[src/rtl/alu_share_arbiter_if.sv]
// alu_share_arbiter_if: requester, response and ALU-side signals
// for the shared-ALU arbiter.
interface alu_share_arbiter_if #(
  parameter int WIDTH = 32,
  parameter int CNT_W = 16
);
  logic             req0_valid;
  logic             req0_ready;
  logic [WIDTH-1:0] req0_a;
  logic [WIDTH-1:0] req0_b;
  logic [2:0]       req0_op;
  logic             req1_valid;
  logic             req1_ready;
  logic [WIDTH-1:0] req1_a;
  logic [WIDTH-1:0] req1_b;
  logic [2:0]       req1_op;
  logic             rsp0_valid;
  logic             rsp0_ready;
  logic             rsp1_valid;
  logic             rsp1_ready;
  logic [WIDTH-1:0] rsp_z;
  logic             rsp_zero;
  logic [WIDTH-1:0] alu_a;
  logic [WIDTH-1:0] alu_b;
  logic [2:0]       alu_op;
  logic [WIDTH-1:0] alu_z;
  logic             alu_zero;
  logic             busy;
  logic [CNT_W-1:0] op_count;

  modport slave (
    input  req0_valid, req0_a, req0_b, req0_op,
    input  req1_valid, req1_a, req1_b, req1_op,
    input  rsp0_ready, rsp1_ready,
    input  alu_z, alu_zero,
    output req0_ready, req1_ready,
    output rsp0_valid, rsp1_valid,
    output rsp_z, rsp_zero,
    output alu_a, alu_b, alu_op,
    output busy, op_count
  );

  modport master (
    output req0_valid, req0_a, req0_b, req0_op,
    output req1_valid, req1_a, req1_b, req1_op,
    output rsp0_ready, rsp1_ready,
    output alu_z, alu_zero,
    input  req0_ready, req1_ready,
    input  rsp0_valid, rsp1_valid,
    input  rsp_z, rsp_zero,
    input  alu_a, alu_b, alu_op,
    input  busy, op_count
  );
endinterface

[src/rtl/alu_share_arbiter.sv]
// alu_share_arbiter: round-robin sharing of one combinational ALU
// between two requesters via an IDLE/ISSUE/RESP sequence.
module alu_share_arbiter #(
  parameter int WIDTH = 32,
  parameter int CNT_W = 16
) (
  input logic clk,
  input logic rst_n,
  alu_share_arbiter_if.slave bus
);

  typedef enum logic [1:0] {
    IDLE  = 2'd0,
    ISSUE = 2'd1,
    RESP  = 2'd2
  } state_t;

  state_t           state;
  state_t           nxt;
  logic [WIDTH-1:0] a_q;
  logic [WIDTH-1:0] b_q;
  logic [2:0]       op_q;
  logic [WIDTH-1:0] z_q;
  logic             zero_q;
  logic             owner;
  logic             last_grant;
  logic [CNT_W-1:0] cnt;

  logic g0;
  logic g1;
  logic acc0;
  logic acc1;
  logic rdy0;
  logic rdy1;
  logic v0;
  logic v1;
  logic rsp_hs;

  // Round-robin grant: a tie goes to whoever did not win last time.
  always_comb begin
    g0 = bus.req0_valid & (~bus.req1_valid | last_grant);
    g1 = bus.req1_valid & (~bus.req0_valid | ~last_grant);
  end

  // Next state plus handshake outputs for the current state.
  always_comb begin
    nxt    = state;
    rdy0   = 1'b0;
    rdy1   = 1'b0;
    acc0   = 1'b0;
    acc1   = 1'b0;
    v0     = 1'b0;
    v1     = 1'b0;
    rsp_hs = 1'b0;
    unique case (state)
      IDLE: begin
        rdy0 = g0 & rst_n;
        rdy1 = g1 & rst_n;
        acc0 = rdy0;
        acc1 = rdy1;
        if (acc0 | acc1) nxt = ISSUE;
      end
      ISSUE: nxt = RESP;
      RESP: begin
        v0     = ~owner;
        v1     = owner;
        rsp_hs = owner ? bus.rsp1_ready
                       : bus.rsp0_ready;
        if (rsp_hs) nxt = IDLE;
      end
      default: nxt = IDLE;
    endcase
  end

  // State register.
  always_ff @(posedge clk or negedge rst_n) begin
    if (!rst_n) state <= IDLE;
    else        state <= nxt;
  end

  // Operand capture, result capture and completion counting.
  always_ff @(posedge clk or negedge rst_n) begin
    if (!rst_n) begin
      a_q        <= '0;
      b_q        <= '0;
      op_q       <= '0;
      z_q        <= '0;
      zero_q     <= 1'b0;
      owner      <= 1'b0;
      last_grant <= 1'b1;
      cnt        <= '0;
    end else begin
      if (acc0 | acc1) begin
        a_q        <= acc1 ? bus.req1_a : bus.req0_a;
        b_q        <= acc1 ? bus.req1_b : bus.req0_b;
        op_q       <= acc1 ? bus.req1_op : bus.req0_op;
        owner      <= acc1;
        last_grant <= acc1;
      end
      if (state == ISSUE) begin
        z_q    <= bus.alu_z;
        zero_q <= bus.alu_zero;
      end
      if (rsp_hs && (cnt != '1)) cnt <= cnt + 1'b1;
    end
  end

  assign bus.req0_ready = rdy0;
  assign bus.req1_ready = rdy1;
  assign bus.rsp0_valid = v0;
  assign bus.rsp1_valid = v1;
  assign bus.rsp_z      = z_q;
  assign bus.rsp_zero   = zero_q;
  assign bus.alu_a      = a_q;
  assign bus.alu_b      = b_q;
  assign bus.alu_op     = op_q;
  assign bus.busy       = (state != IDLE);
  assign bus.op_count   = cnt;

endmodule

[src/flat_wrapper.sv]
// flat-port wrapper written by rule: the top's interface ports become plain ports
module alu_share_arbiter_flat 
#(
  parameter int WIDTH = 32,
  parameter int CNT_W = 16
)
  (clk, rst_n, bus_req0_valid, bus_req0_a, bus_req0_b, bus_req0_op, bus_req1_valid, bus_req1_a, bus_req1_b, bus_req1_op, bus_rsp0_ready, bus_rsp1_ready, bus_alu_z, bus_alu_zero, bus_req0_ready, bus_req1_ready, bus_rsp0_valid, bus_rsp1_valid, bus_rsp_z, bus_rsp_zero, bus_alu_a, bus_alu_b, bus_alu_op, bus_busy, bus_op_count);
  alu_share_arbiter_if #(.WIDTH(WIDTH), .CNT_W(CNT_W)) bus_i ();
  input logic clk;
  input logic rst_n;
  input wire logic [$bits(bus_i.req0_valid)-1:0] bus_req0_valid;
  input wire logic [$bits(bus_i.req0_a)-1:0] bus_req0_a;
  input wire logic [$bits(bus_i.req0_b)-1:0] bus_req0_b;
  input wire logic [$bits(bus_i.req0_op)-1:0] bus_req0_op;
  input wire logic [$bits(bus_i.req1_valid)-1:0] bus_req1_valid;
  input wire logic [$bits(bus_i.req1_a)-1:0] bus_req1_a;
  input wire logic [$bits(bus_i.req1_b)-1:0] bus_req1_b;
  input wire logic [$bits(bus_i.req1_op)-1:0] bus_req1_op;
  input wire logic [$bits(bus_i.rsp0_ready)-1:0] bus_rsp0_ready;
  input wire logic [$bits(bus_i.rsp1_ready)-1:0] bus_rsp1_ready;
  input wire logic [$bits(bus_i.alu_z)-1:0] bus_alu_z;
  input wire logic [$bits(bus_i.alu_zero)-1:0] bus_alu_zero;
  output wire logic [$bits(bus_i.req0_ready)-1:0] bus_req0_ready;
  output wire logic [$bits(bus_i.req1_ready)-1:0] bus_req1_ready;
  output wire logic [$bits(bus_i.rsp0_valid)-1:0] bus_rsp0_valid;
  output wire logic [$bits(bus_i.rsp1_valid)-1:0] bus_rsp1_valid;
  output wire logic [$bits(bus_i.rsp_z)-1:0] bus_rsp_z;
  output wire logic [$bits(bus_i.rsp_zero)-1:0] bus_rsp_zero;
  output wire logic [$bits(bus_i.alu_a)-1:0] bus_alu_a;
  output wire logic [$bits(bus_i.alu_b)-1:0] bus_alu_b;
  output wire logic [$bits(bus_i.alu_op)-1:0] bus_alu_op;
  output wire logic [$bits(bus_i.busy)-1:0] bus_busy;
  output wire logic [$bits(bus_i.op_count)-1:0] bus_op_count;
  assign bus_i.req0_valid = bus_req0_valid;
  assign bus_i.req0_a = bus_req0_a;
  assign bus_i.req0_b = bus_req0_b;
  assign bus_i.req0_op = bus_req0_op;
  assign bus_i.req1_valid = bus_req1_valid;
  assign bus_i.req1_a = bus_req1_a;
  assign bus_i.req1_b = bus_req1_b;
  assign bus_i.req1_op = bus_req1_op;
  assign bus_i.rsp0_ready = bus_rsp0_ready;
  assign bus_i.rsp1_ready = bus_rsp1_ready;
  assign bus_i.alu_z = bus_alu_z;
  assign bus_i.alu_zero = bus_alu_zero;
  assign bus_req0_ready = bus_i.req0_ready;
  assign bus_req1_ready = bus_i.req1_ready;
  assign bus_rsp0_valid = bus_i.rsp0_valid;
  assign bus_rsp1_valid = bus_i.rsp1_valid;
  assign bus_rsp_z = bus_i.rsp_z;
  assign bus_rsp_zero = bus_i.rsp_zero;
  assign bus_alu_a = bus_i.alu_a;
  assign bus_alu_b = bus_i.alu_b;
  assign bus_alu_op = bus_i.alu_op;
  assign bus_busy = bus_i.busy;
  assign bus_op_count = bus_i.op_count;
  alu_share_arbiter #(.WIDTH(WIDTH), .CNT_W(CNT_W)) u_core (.clk(clk), .rst_n(rst_n), .bus(bus_i));
endmodule
[config.mk]
export PLATFORM = sky130hd
export DESIGN_NAME = alu_share_arbiter_flat
export DESIGN_NICKNAME = d
export VERILOG_FILES = /design/src/rtl/alu_share_arbiter_if.sv /design/src/rtl/alu_share_arbiter.sv /design/src/flat_wrapper.sv
export SDC_FILE = /design/constraint.sdc
export NUM_CORES = 1
export LEC_CHECK = 0
export BUFFER_PORTS_ARGS = -buffer_cell sky130_fd_sc_hd__buf_4
export CORE_ASPECT_RATIO = 0.9
export CORE_MARGIN = 3
export CORE_UTILIZATION = 44
export DETAILED_ROUTE_END_ITERATION = 7
export PLACE_DENSITY = 0.8
export SLEW_MARGIN = 25
export SYNTH_ARGS = -nofsm -noshare
export SYNTH_HDL_FRONTEND = slang
export SYNTH_SLANG_ARGS = --single-unit
[constraint.sdc]
create_clock -name clk -period 1.84 [get_ports clk]
set_input_delay 0.184 -clock clk [delete_from_list [all_inputs] [get_ports clk]]
set_output_delay 0.184 -clock clk [all_outputs]
set_load 0.05 [all_outputs]
Word level (Yosys, flattened, before mapping):

Cells that the tools add are included.

* bits in registers: 120
* bits of input ports: 173
* output and inout bits: 121
* word-level logic and storage cells: 43

* add/sub/neg operators: 1
* eq/ne operators: 5
* multiplexer cells: 12
* bitwise operators: 12
* reductions and logical operators: 4

Operator list (number)
* 2-to-1 mux 32 bit: 2
* adder 16 x 1 -> 16 bit, second input constant: 1
* inequality test 16 bit, second input constant: 1
* 2-to-1 mux 1 bit: 6
* one-hot mux 2 bit (3 select lines): 1
* bitwise AND 1 bit: 4
* 2-to-1 mux 2 bit: 2
* inequality test 2 x 1 -> 1 bit, second input constant: 2
* inverter 1 bit: 4
* OR 1 bit: 4
* 2-to-1 mux 3 bit: 1
* equality test 2 x 1 -> 1 bit, second input constant: 1
* equality test 2 bit, second input constant: 1
* zero test 2 bit: 1
* AND reduction 2 bit: 1
* nonzero test 2 bit: 1
* logical AND 1 bit: 1

Longest topological paths before layout:

Gate-level depths: netlist of run 1.

* word-level depth: 7
* gate-level depth with buffers: 6
* gate-level depth less buffers: 5

Worst setup path after synthesis of run 1:

OpenSTA, ideal clock, no wires.

* path kind: register to register
* start point: register u_core.cnt[0] (netlist: u_core.bus.op_count[0])
* end point: register u_core.cnt[2] (netlist: u_core.bus.op_count[2])
* library setup time: 0.146 ns
* arrival time: 1.871 ns
* setup slack: -0.177 ns
* cell stages (with the launch flop): 7
* buffers on the path: 1
* clock period less this slack: 2.017 ns
* path through: dfrtp_1 -> ha_1 -> nand3_1 -> nor4_1 -> buf_2 -> nor3b_1 -> xor2_1

* longest elaborated chain between the ends: 2
* elaborated cells on any way between the ends: 3
* those cells by class: 1 x add/sub; 1 x eq/ne; 1 x reduce/logical

Ends and longest elaborated chain
* start, declared: RTL line alu_share_arbiter.sv:27 `logic [CNT_W-1:0] cnt;`
* start signal, assigned: RTL line alu_share_arbiter.sv:104 `if (rsp_hs && (cnt != '1)) cnt <= cnt + 1'b1;`
* parallel branches: the longest is 2 deep, another holds adder 16 x 1 -> 16 bit

Several ways; the timed one is not identified.
A chain may end at the register's enable or synchronous reset.

Worst setup path after layout of run 1:

* start point: register u_core.state[0]
* end point: output bus_req1_ready

* longest elaborated chain between the ends: 2

Ends and longest elaborated chain
* start, declared: RTL line alu_share_arbiter.sv:18 `state_t state;`
* start signal, assigned: RTL line alu_share_arbiter.sv:78 `else state <= nxt;`
* zero test 2 bit: RTL line alu_share_arbiter.sv:55 `unique case (state)`
* 2-to-1 mux 1 bit: RTL line alu_share_arbiter.sv:55
* end, declared: RTL line flat_wrapper.sv:24 `output wire logic [$bits(bus_i.req1_ready)-1:0] bus_req1_ready;`

No other way between the ends.

==> metrics.md, run 1 <==
| Metric | Value |
|---|---|
| Status | complete, but fails checks |
| Failing checks | negative setup slack |
| Hold Path Class | primary input to flop |
| Detailed-route via count | 4711 |
| Cell count after placement | 882 |
| Synth top area cells | dfrtp_1 57%, mux2i_1 13%, mux2_2 7.3% |
| Row count | 37 |
| Die width | 120.9 um |
| CP required | 1.66 ns |
| Total wire length | 17.07 mm |
| Total power | 0.01722 W |
| Pwr Density | 1988 nW/um2 |
| Total grt overflow | 0 |
| Ys async rst share | 1.000 |
| Peak VDD IR | 1261 uV |
| Final Non-Filler Cells | 951 |
| Critical-path maximum fanout | 4 |
| Avg Inst Size Synth | 11.55 um2 |
| Final Max Tran Viols | 0 |
| Core box area | 11530 um2 |
| Startpoint types | flop |
| Setup_tns | -0.02740 ns |
| RePlAce Congestion | 0.7776 |
| Post-synth top area share | 0.5694 |
| Port bufs | 293 |
| Finish-stage setup viols | 1 |
| DRC errors left | 0 |
| CTS H-Tree Depth | 4 |
| Mapped Area | 5230 um2 |
| Post-synth EDFFs | 0 |
| Sw frac | 0.4807 |
| Sequential fraction of design power | 0.277 |
| Chip Height | 109.4 um |
| First-pass GRT wire length | 25.54 mm |
| Worst EP arrival | 1.68 ns |
| Synth cell count leaders | 119 x dfrtp_1, 72 x nor2_1, 68 x mux2i_1 |
| Ys Warns | 0 |
| Fin nets | 957 |
| DRT antenna net count | 0 |
| Antenna violations before repair | 0 |
| F_max | 535.5 MHz |
| Worst Setup End Kind | output pin |
| Iter 0 DRT Violations | 270 |
| Clock transition at path regs | 0.05 ns |
| TritonCTS sink count | 120 |
| Vias/cell | 4.954 |
| Post-synthesis cell count | 453 |
| Share of layout cells above drive strength 1 | 0.4881 |
| Yosys top cell by area | dfrtp_1 |
| Worst Max-Slew Pin Slew | 0.6217 ns |
| Sw power | 0.008276 W |
| Fin crit share | 1.015 |
| Maximum Capacitance Violations | 0 |
| Pint | 0.008940 W |
| RSZ-0062 raised after global routing | true |
| Reg-to-Reg Start | u_core.bus.op_count[0] |
| Setup CP Type | flop to output pin |
| Starting Density | 0.4537 |
| Worst Setup SP | u_core.state[0] |
| Max clock buf depth | 2 |
| Fillers | 766 |
| CTS tree | done |
| Register area share after synthesis | 0.5744 |
| Clock power frac | 0.171 |
| Period minus WS final | 1.867 ns |
| Final Hold Fails | 0 |
| HPWL Detailed | 11.38 mm |
| ANT cells | 0 |
| Min-Delay Startpoint | bus_req1_b[10] |
| Slew headroom | 0.5855 |
| DR pass1 iterations | 4 |
| Most common cell in the netlist | dfrtp_1 |
| Synthesized net count | 627 |
| Clock buffer count from CTS | 17 |
| Worst slack, placed | 0.002760 ns |
| Clock Skew | 0.003189 ns |
| Ports | 294 |
| GRT Total Usage | 0.2529 |
| Distinct cells, synth | 29 |
| Worst Slack Setup Final | -0.02740 ns |
| Root Driver | clkbuf_16 |
| Area delta synth->final | 65.57% |
| Synth Register Bits | 120 |
| Leakage power | 4.544 nW |
| Clock Latency Late Sink | 0.41 ns |
| Routed WL per cell | 17.95 um |
| Final core occ | 0.7512 |
| Pin count of the biggest net entering global routing | 120 |
| Die area | 13230 um2 |
| Vias in the first global route | 4971 |
| Top_reg_cell synth | dfrtp_1 |
| Gate power share | 0.552 |
==> sequential cells by signal, summed over array words and instances (netlist names) <==
signal	count
u_core.bus.alu_a	32
u_core.bus.alu_b	32
u_core.bus.rsp_z	32
u_core.bus.op_count	16
u_core.bus.alu_op	3
u_core.state	2
u_core.bus.rsp_zero	1
u_core.last_grant	1
u_core.owner	1
==> cells by family (layout without fill, tap and decap cells) <==
| group | Yosys count | after routing | synth area share |
|---|---|---|---|
| DFF | 120 | 120 | 0.5744 |
| and+or+nand+nor | 107 | 107 | 0.09593 |
| muxes | 102 | 102 | 0.2033 |
| AOI/OAI and AO/OA | 72 | 72 | 0.07033 |
| buffers and inverters | 36 | 378 | 0.02847 |
| xor gates and xnor gates | 15 | 15 | 0.02512 |
| adders and majority gates | 1 | 1 | 0.002392 |
==> stage by stage <==
step                area, um2  hold slack [ns]
finish                   8660          0.01724
global route             8660         0.005327
CTS                      8628        0.0001725
global placement         7665           0.1736
floorplan                5239          -0.1116
detailed placement       7665           0.1731
==> metal layers <==
layer	vias up	share of wire	global-route usage
li1	2233	-	-
met1	2261	0.36	0.2878
met2	198	0.54	0.4478
met3	19	0.081	0.07973
met4	0	0.015	0.09547
met5	-	0	0
==> final timing paths <==
| path | endpoint | slack (ns) | cells past startpoint |
|---|---|---|---|
| min in group asynchronous | u_core.last_grant | 0.36 | 2 |
| setup / recovery | bus_req1_ready | -0.03 | 5 |
| hold / removal | u_core.bus.alu_b[10] | 0.02 | 3 |
| hold reg to reg | u_core.last_grant | 0.49 | 2 |
| setup reg to reg | u_core.bus.op_count[1] | 0.10 | 6 |
| max in group asynchronous | u_core.bus.op_count[3] | 0.84 | 3 |
==> power groups by stage <==
stage / sequential (W) / combinational [W] / clock [W]
after detailed placement: 0.00473 / 0.00929 / 0
final: 0.00477 / 0.00951 / 0.00294
after global placement: 0.00464 / 0.00914 / 0
after global routing: 0.00492 / 0.00993 / 0.00313
after floorplan: 0.00882 / 0.00205 / 0
after CTS: 0.00473 / 0.00950 / 0.00298
==> what timing repair did <==
item,in CTS,in global routing
setup endpoints to repair,2,41
pin swaps,2,1
gates resized for setup,2,7
buffers inserted,6,0
cloned,3,0
endpoints found under the hold margin,148,0
hold buffers,29,0
==> layout make-up <==
| class | count | area, um2 | area share |
|---|---|---|---|
| Sequential cell | 120 | 3013 | 0.3479 |
| Clock buffer | 27 | 503.0 | 0.05808 |
| Timing Repair Buffer | 340 | 2774 | 0.3203 |
| Inverter | 7 | 26.28 | 0.003034 |
| Tap cell | 156 | 195.2 | 0.02254 |
| Clock inverter | 4 | 20.02 | 0.002312 |
| Multi-Input combinational cell | 297 | 2128 | 0.2458 |
==> cells in the final DEF, fill, tap and decap left out, types with 3 or more instances in the layout <==
cell | netlist | layout
buf_12 | 0 | 5
nand2_1 | 8 | 8
a21oi_1 | 67 | 67
inv_1 | 7 | 7
dfrtp_1 | 119 | 112
nand4_1 | 6 | 6
mux2_2 | 34 | 34
xor2_1 | 11 | 11
o21ai_0 | 3 | 3
clkinv_2 | 0 | 4
nor2_1 | 72 | 71
mux2i_1 | 68 | 68
clkbuf_8 | 0 | 4
dlygate4sd3_1 | 0 | 29
nor4_1 | 5 | 3
xnor2_1 | 4 | 4
clkbuf_1 | 16 | 6
bufbuf_16 | 0 | 3
buf_6 | 0 | 3
clkbuf_16 | 0 | 17
dfrtp_2 | 0 | 7
buf_4 | 0 | 300
==> critical path, stage by stage, from the launching register on <==
cell and delay [ns]:
dfrtp_1 0.43, nor2_4 0.19, nand4_1 0.21, buf_12 0.19, inv_1 0.08, buf_6 0.17
Note: power is estimated with default switching activity, not from simulation.
==> run 2, diff against run 1 <==
--- a/config.mk
+++ b/config.mk
@@ -9,7 +9,9 @@
 export CORE_ASPECT_RATIO = 0.9
 export CORE_MARGIN = 3
 export CORE_UTILIZATION = 44
+export CTS_CLUSTER_SIZE = 8
 export DETAILED_ROUTE_END_ITERATION = 7
+export GPL_TIMING_DRIVEN = 0
 export PLACE_DENSITY = 0.8
 export SLEW_MARGIN = 25
 export SYNTH_ARGS = -nofsm -noshare
==> run 2 against run 1 <==
The run still ends with negative setup slack left. Power grew 3.1%. Die area is the same. Sequential power about the same. Clock-buffer cell count shrank 7. Wire length up 5.2%. Critical path depth up 1. Critical path type unchanged. Clock power rose by 16%. Non-clock buffer count grew 21. Highest routed layer unchanged. Sequential share of layout area shrank 0.75 points.
==> metrics.md, run 2 (synthesis results as in run 1) <==
| Metric | Value |
|---|---|
| First-pass GRT wire length | 26.54 mm |
| Pin count of the biggest net entering global routing | 54 |
| Die width | 120.9 um |
| Fillers | 747 |
| Met3 WL post-DR | 1.323 mm |
| Setup CP Type | flop to output pin |
| Clock buffer count from CTS | 17 |
| Startpoint types | flop |
| Setup_tns | -0.02185 ns |
| Final Non-Filler Cells | 973 |
| Commonest non-fill, non-tap cell in the layout | buf_4 |
| HPWL Detailed | 12.31 mm |
| Final Hold Fails | 0 |
| Clock Skew | 0.01192 ns |
| TritonCTS sink count | 120 |
| Post-place instance area | 7665 um2 |
| Design Area, Final | 8855 um2 |
| Chip Height | 109.4 um |
| Detailed-route via count | 4924 |
| Fin nets | 978 |
| FF-to-FF path depth | 5 |
| DRT antenna net count | 0 |
| Port bufs | 293 |
| Peak VDD IR | 1429 uV |
| CTS tree | done |
| RSZ-0062 raised after global routing | true |
| Vias/cell | 5.061 |
| Worst path max stage delay | 0.45 ns |
| CP required | 1.66 ns |
| Max clock buf depth | 2 |
| CP Cell Sequence | nor2_4, nand4_1, clkbuf_8, buf_8, inv_4, buf_8 |
| GRT Total Usage | 0.2599 |
| Starting Density | 0.4537 |
| Maximum Capacitance Violations | 0 |
| Top Layer Used | met4 |
| Wire length on met2 | 9.626 mm |
| Worst Slack Setup Final | -0.02185 ns |
| Status | complete, but fails checks |
| Finish-stage setup viols | 1 |
| DR pass1 iterations | 4 |
| Clock transition at path regs | 0.05 ns |
| Iter 0 DRT Violations | 397 |
| Worst slack, placed | -0.4784 ns |
| Root Driver | clkbuf_16 |
| Worst EP arrival | 1.68 ns |
| Worst r2r dst | u_core.bus.op_count[1] |
| Antenna violations before repair | 0 |
| Area of the multi-input gates | 2130 um2 |
| Crit-path most repeated cell | buf_8 |
| Critical-path maximum fanout | 5 |
| Register area | 3014 um2 |
| Clock Latency Late Sink | 0.41 ns |
| Total wire length | 17.96 mm |
| Worst Setup SP | u_core.state[0] |
| F_max | 537.1 MHz |
| Fin crit share | 1.012 |
| Worst Setup End Kind | output pin |
| DRC errors left | 0 |
| Failing checks | negative setup slack |
| Period minus WS final | 1.862 ns |
| Core box area | 11530 um2 |
| Reg-to-Reg Start | u_core.state[1] |
| RePlAce Congestion | 0.8196 |
| Area delta synth->final | 69.31% |
| Pwr Density | 2005 nW/um2 |
| Cell count after placement | 903 |
| Minimum hold slack | 0.01147 ns |
| Vias in the first global route | 5095 |
| Worst Max-Slew Pin Slew | 0.5580 ns |
| Final Max Tran Viols | 0 |
| Share of layout cells above drive strength 1 | 0.5080 |
| ANT cells | 0 |
| Most frequent cells in the layout | 301 x buf_4, 111 x dfrtp_1, 70 x nor2_1 |
| CP max-delay cell | dfrtp_2 |
| CTS H-Tree Depth | 4 |
| Routed WL per cell | 18.46 um |
| Setup slack, reg-to-reg | 0.01 ns |
| Slew headroom | 0.6174 |
| Hold Path Class | primary input to flop |
| Wl on met1 | 6.767 mm |
| Leakage power | 4.611 nW |
| Ports | 294 |
| Total grt overflow | 0 |
| Die area | 13230 um2 |
| Row count | 37 |
| Capture point of the worst path | bus_req1_ready |
-- run 2: what timing repair did --
item                                   CTS  global route
buffers inserted                         5             5
hold buffers                            27             1
gates cloned                             1             1
gates resized for setup                 21            23
pin swaps                                2             4
endpoints found under the hold margin   74             1
setup endpoints to repair               52            48
-- run 2: how the worst min path moves through the flow --
| stage | from | endpoint | slack, ns | cells after the start |
|---|---|---|---|---|
| after floorplan | rst_n | u_core.bus.alu_a[0] | -0.11 | 0 |
| after global placement | bus_alu_z[3] | u_core.bus.rsp_z[3] | 0.42 | 2 |
| after detailed placement | rst_n | u_core.bus.alu_a[22] | 0.17 | 1 |
| after CTS | bus_alu_z[2] | u_core.bus.rsp_z[2] | 0.0002 | 2 |
| after global routing | bus_alu_z[27] | u_core.bus.rsp_z[27] | 0.002 | 2 |
| final | bus_alu_z[26] | u_core.bus.rsp_z[26] | 0.01 | 2 |
-- run 2: cell type report --
cell class,count,share of cell area
Sequential cell,120,0.3404
Clock buffer,20,0.05158
Clock inverter,12,0.01696
Inverter,7,0.003533
Timing Repair Buffer,334,0.3058
Tap cell,156,0.02204
Multi-Input combinational cell,297,0.2405
Buffer,27,0.01922
-- run 2: layer usage --
metal,vias up,GRT usage
li1,2277,-
met5,-,0
met4,0,0.07929
met1,2404,0.2976
met2,221,0.4693
met3,22,0.07973
-- run 2: worst max-delay path: cells and delay by family, from the launching register on --
family / cells / cell delay (ns)
buffers and inverters: 4 / 0.51
DFF: 1 / 0.45
and+or+nand+nor: 2 / 0.33
-- run 2: power breakdown --
| group | switching, W | internal (W) |
|---|---|---|
| combinational | 0.00639 | 0.00320 |
| sequential | 0.000843 | 0.00391 |
| clock | 0.00121 | 0.00219 |
-- run 2: stage by stage --
| stage | util | power, W |
|---|---|---|
| global placement | 0.6622 | 0.01377 |
| floorplan | - | 0.01087 |
| CTS | 0.7564 | 0.01760 |
| detailed placement | 0.6649 | 0.01399 |
| finish | 0.7682 | 0.01775 |
| global route | 0.7682 | 0.01849 |
==> run 3, diff against run 2 <==
--- a/config.mk
+++ b/config.mk
@@ -6,13 +6,13 @@
 export NUM_CORES = 1
 export LEC_CHECK = 0
 export BUFFER_PORTS_ARGS = -buffer_cell sky130_fd_sc_hd__buf_4
-export CORE_ASPECT_RATIO = 0.9
-export CORE_MARGIN = 3
-export CORE_UTILIZATION = 44
+export CORE_AREA = 2 2 113 115
+export CTS_BUF_LIST = sky130_fd_sc_hd__clkbuf_2
 export CTS_CLUSTER_SIZE = 8
 export DETAILED_ROUTE_END_ITERATION = 7
+export DIE_AREA = 0 0 115 117
 export GPL_TIMING_DRIVEN = 0
-export PLACE_DENSITY = 0.8
+export PLACE_DENSITY = 0.78
 export SLEW_MARGIN = 25
 export SYNTH_ARGS = -nofsm -noshare
 export SYNTH_HDL_FRONTEND = slang
==> run 3 against run 2 <==
The flow still finishes with violations (negative setup slack). Global-route usage increased by 6.4 points. Critical path depth unchanged. Clock skew increased by 0.014 ns. Die area increased by 1.7%. Combinational power increased by 7%. Wire length increased by 28%. Cell count increased by 16%. First-iteration DRC count decreased by 2.0%. Cell area increased by 17%. Clock-buffer cell count increased by 1. Hold slack improved by 0.033 ns. Setup slack got worse by 0.22 ns.
==> metrics.md, run 3 (synthesis results as in run 1) <==
| Metric | Value |
|---|---|
| CTS tree | done |
| Register area | 3014 um2 |
| Slew headroom | 0.6499 |
| Root Driver | clkbuf_2 |
| Vias/cell | 5.189 |
| FF-to-FF path depth | 5 |
| DRT antenna net count | 0 |
| First-pass GRT wire length | 32.55 mm |
| Cell count after placement | 897 |
| Worst Setup End Kind | output pin |
| Starting Density | 0.4248 |
| Setup slack, reg-to-reg | 0.01 ns |
| Startpoint types | flop |
| CP required | 1.66 ns |
| Final Non-Filler Cells | 1128 |
| Vias in the first global route | 6288 |
| Most frequent cells in the layout | 304 x buf_4, 173 x dlygate4sd3_1, 111 x dfrtp_1 |
| Core box area | 12310 um2 |
| RSZ-0062 raised after global routing | true |
| TritonCTS sink count | 120 |
| Fin nets | 1138 |
| Pwr Density | 1664 nW/um2 |
| Worst EP arrival | 1.89 ns |
| Clock buffer count from CTS | 17 |
| Reg-to-Reg Start | u_core.bus.op_count[8] |
| HPWL Detailed | 12.28 mm |
| Iter 0 DRT Violations | 389 |
| Post-place instance area | 7657 um2 |
| Worst Slack Setup Final | -0.2383 ns |
| DRC errors left | 0 |
| Clock transition at path regs | 0.17 ns |
| Worst Max-Slew Pin Slew | 0.5251 ns |
| Hold Path Class | primary input to async pin |
| CP max-delay cell | dfrtp_1 |
| Setup CP Type | flop to output pin |
| Total wire length | 23.07 mm |
| Leakage power | 5.241 nW |
| Critical-path maximum fanout | 5 |
| RePlAce Congestion | 0.7959 |
| Area delta synth->final | 97.42% |
| Worst path max stage delay | 0.44 ns |
| Detailed-route via count | 5853 |
| DR pass1 iterations | 5 |
| CTS H-Tree Depth | 4 |
| Worst r2r dst | u_core.bus.op_count[7] |
| Clock Skew | 0.02626 ns |
| Max clock buf depth | 2 |
| Total grt overflow | 0 |
| Final Max Tran Viols | 0 |
| Fillers | 584 |
| Maximum Capacitance Violations | 0 |
| Total power | 0.01718 W |
| Die width | 115 um |
| Failing checks | negative setup slack |
| Period minus WS final | 2.078 ns |
| Area of the multi-input gates | 2198 um2 |
| Finish-stage setup viols | 4 |
| Commonest non-fill, non-tap cell in the layout | buf_4 |
| GRT Total Usage | 0.3236 |
| Routed WL per cell | 20.45 um |
| CP Cell Sequence | nor2_4, o2111ai_2, buf_6, buf_12, clkinv_8, buf_12 |
| Status | complete, but fails checks |
| Peak VDD IR | 1262 uV |
| Crit-path most repeated cell | buf_12 |
| Minimum hold slack | 0.04440 ns |
| Worst slack, placed | -0.4614 ns |
| Clock Latency Late Sink | 0.74 ns |
| Ports | 294 |
| Row count | 41 |
| F_max | 481.2 MHz |
| Antenna violations before repair | 1 |
| Share of layout cells above drive strength 1 | 0.4524 |
| Die area | 13460 um2 |
| Final Hold Fails | 0 |
| Fin crit share | 1.130 |
| Port bufs | 293 |
| Chip Height | 117 um |
| Design Area, Final | 10320 um2 |
| Pin count of the biggest net entering global routing | 80 |
run 3: changes by cell type in the layout (fill, tap and decap cells not counted), sizes merged, moves of 2 or more:
cell | previous run | this run
dlygate4sd3 | 25 | 173
buf | 320 | 330
clkbuf | 35 | 39
clkinvlp | 3 | 0
bufinv | 3 | 5
clkinv | 6 | 8
inv | 7 | 5
run 3: cell type report:
| class | instances | area share |
|---|---|---|
| Clock buffer | 21 | 0.01018 |
| Sequential cell | 120 | 0.2919 |
| Inverter | 7 | 0.004241 |
| Tap cell | 150 | 0.01818 |
| Multi-Input combinational cell | 297 | 0.2129 |
| Timing Repair Buffer | 495 | 0.4287 |
| Antenna cell | 1 | 0.0002424 |
| Clock inverter | 11 | 0.01721 |
| Buffer | 26 | 0.01636 |
run 3: power breakdown:
| group | internal (W) | switching (W) | total, W | leakage (nW) |
|---|---|---|---|---|
| combinational | 0.00354 | 0.00674 | 0.0103 | 3.69 |
| clock | 0.00104 | 0.00102 | 0.00205 | 0.177 |
| sequential | 0.00389 | 0.000962 | 0.00485 | 1.37 |
| total | 0.00846 | 0.00872 | 0.0172 | 5.24 |
run 3: metrics by stage:
step | util | setup TNS (ns)
4_1_cts | 0.8059 | -1.176
2_1_floorplan | - | 0
3_3_place_gp | 0.6194 | -58.49
3_5_place_dp | 0.6220 | -26.85
6_report | 0.8386 | -0.5956
5_1_grt | 0.8386 | -1.459
run 3: timing repair:
action | CTS | global route
hold buffers | 174 | 8
endpoints found under the hold margin | 222 | 44
gates resized for setup | 36 | 48
setup endpoints to repair | 72 | 78
gates cloned | 0 | 3
pin swaps | 4 | 8
buffers inserted | 7 | 9
run 3: routing by layer:
metal / track usage / up-vias / wire length, um
met5: 0 / - / 0
met4: 0.1526 / 0 / 913
met3: 0.09784 / 77 / 1677
met2: 0.5984 / 323 / 12500
met1: 0.3364 / 2848 / 7978
li1: - / 2605 / -
run 3: critical path, delay by kind of cell, from the launching register on:
| kind | cells | cell delay (ns) |
|---|---|---|
| AOI/OAI and AO/OA | 1 | 0.14 |
| and+or+nand+nor | 1 | 0.15 |
| DFF | 1 | 0.44 |
| buffers and inverters | 4 | 0.44 |
run 3: how the worst max path moves through the flow:
stage	from	to	cells past startpoint
finish	u_core.state[0]	bus_req0_ready	6
global route	u_core.state[0]	bus_req0_ready	6
CTS	u_core.state[1]	bus_req1_ready	6
detailed placement	rst_n	bus_req1_ready	7
global placement	rst_n	bus_req1_ready	6
floorplan	u_core.bus.op_count[0]	u_core.bus.op_count[7]	6
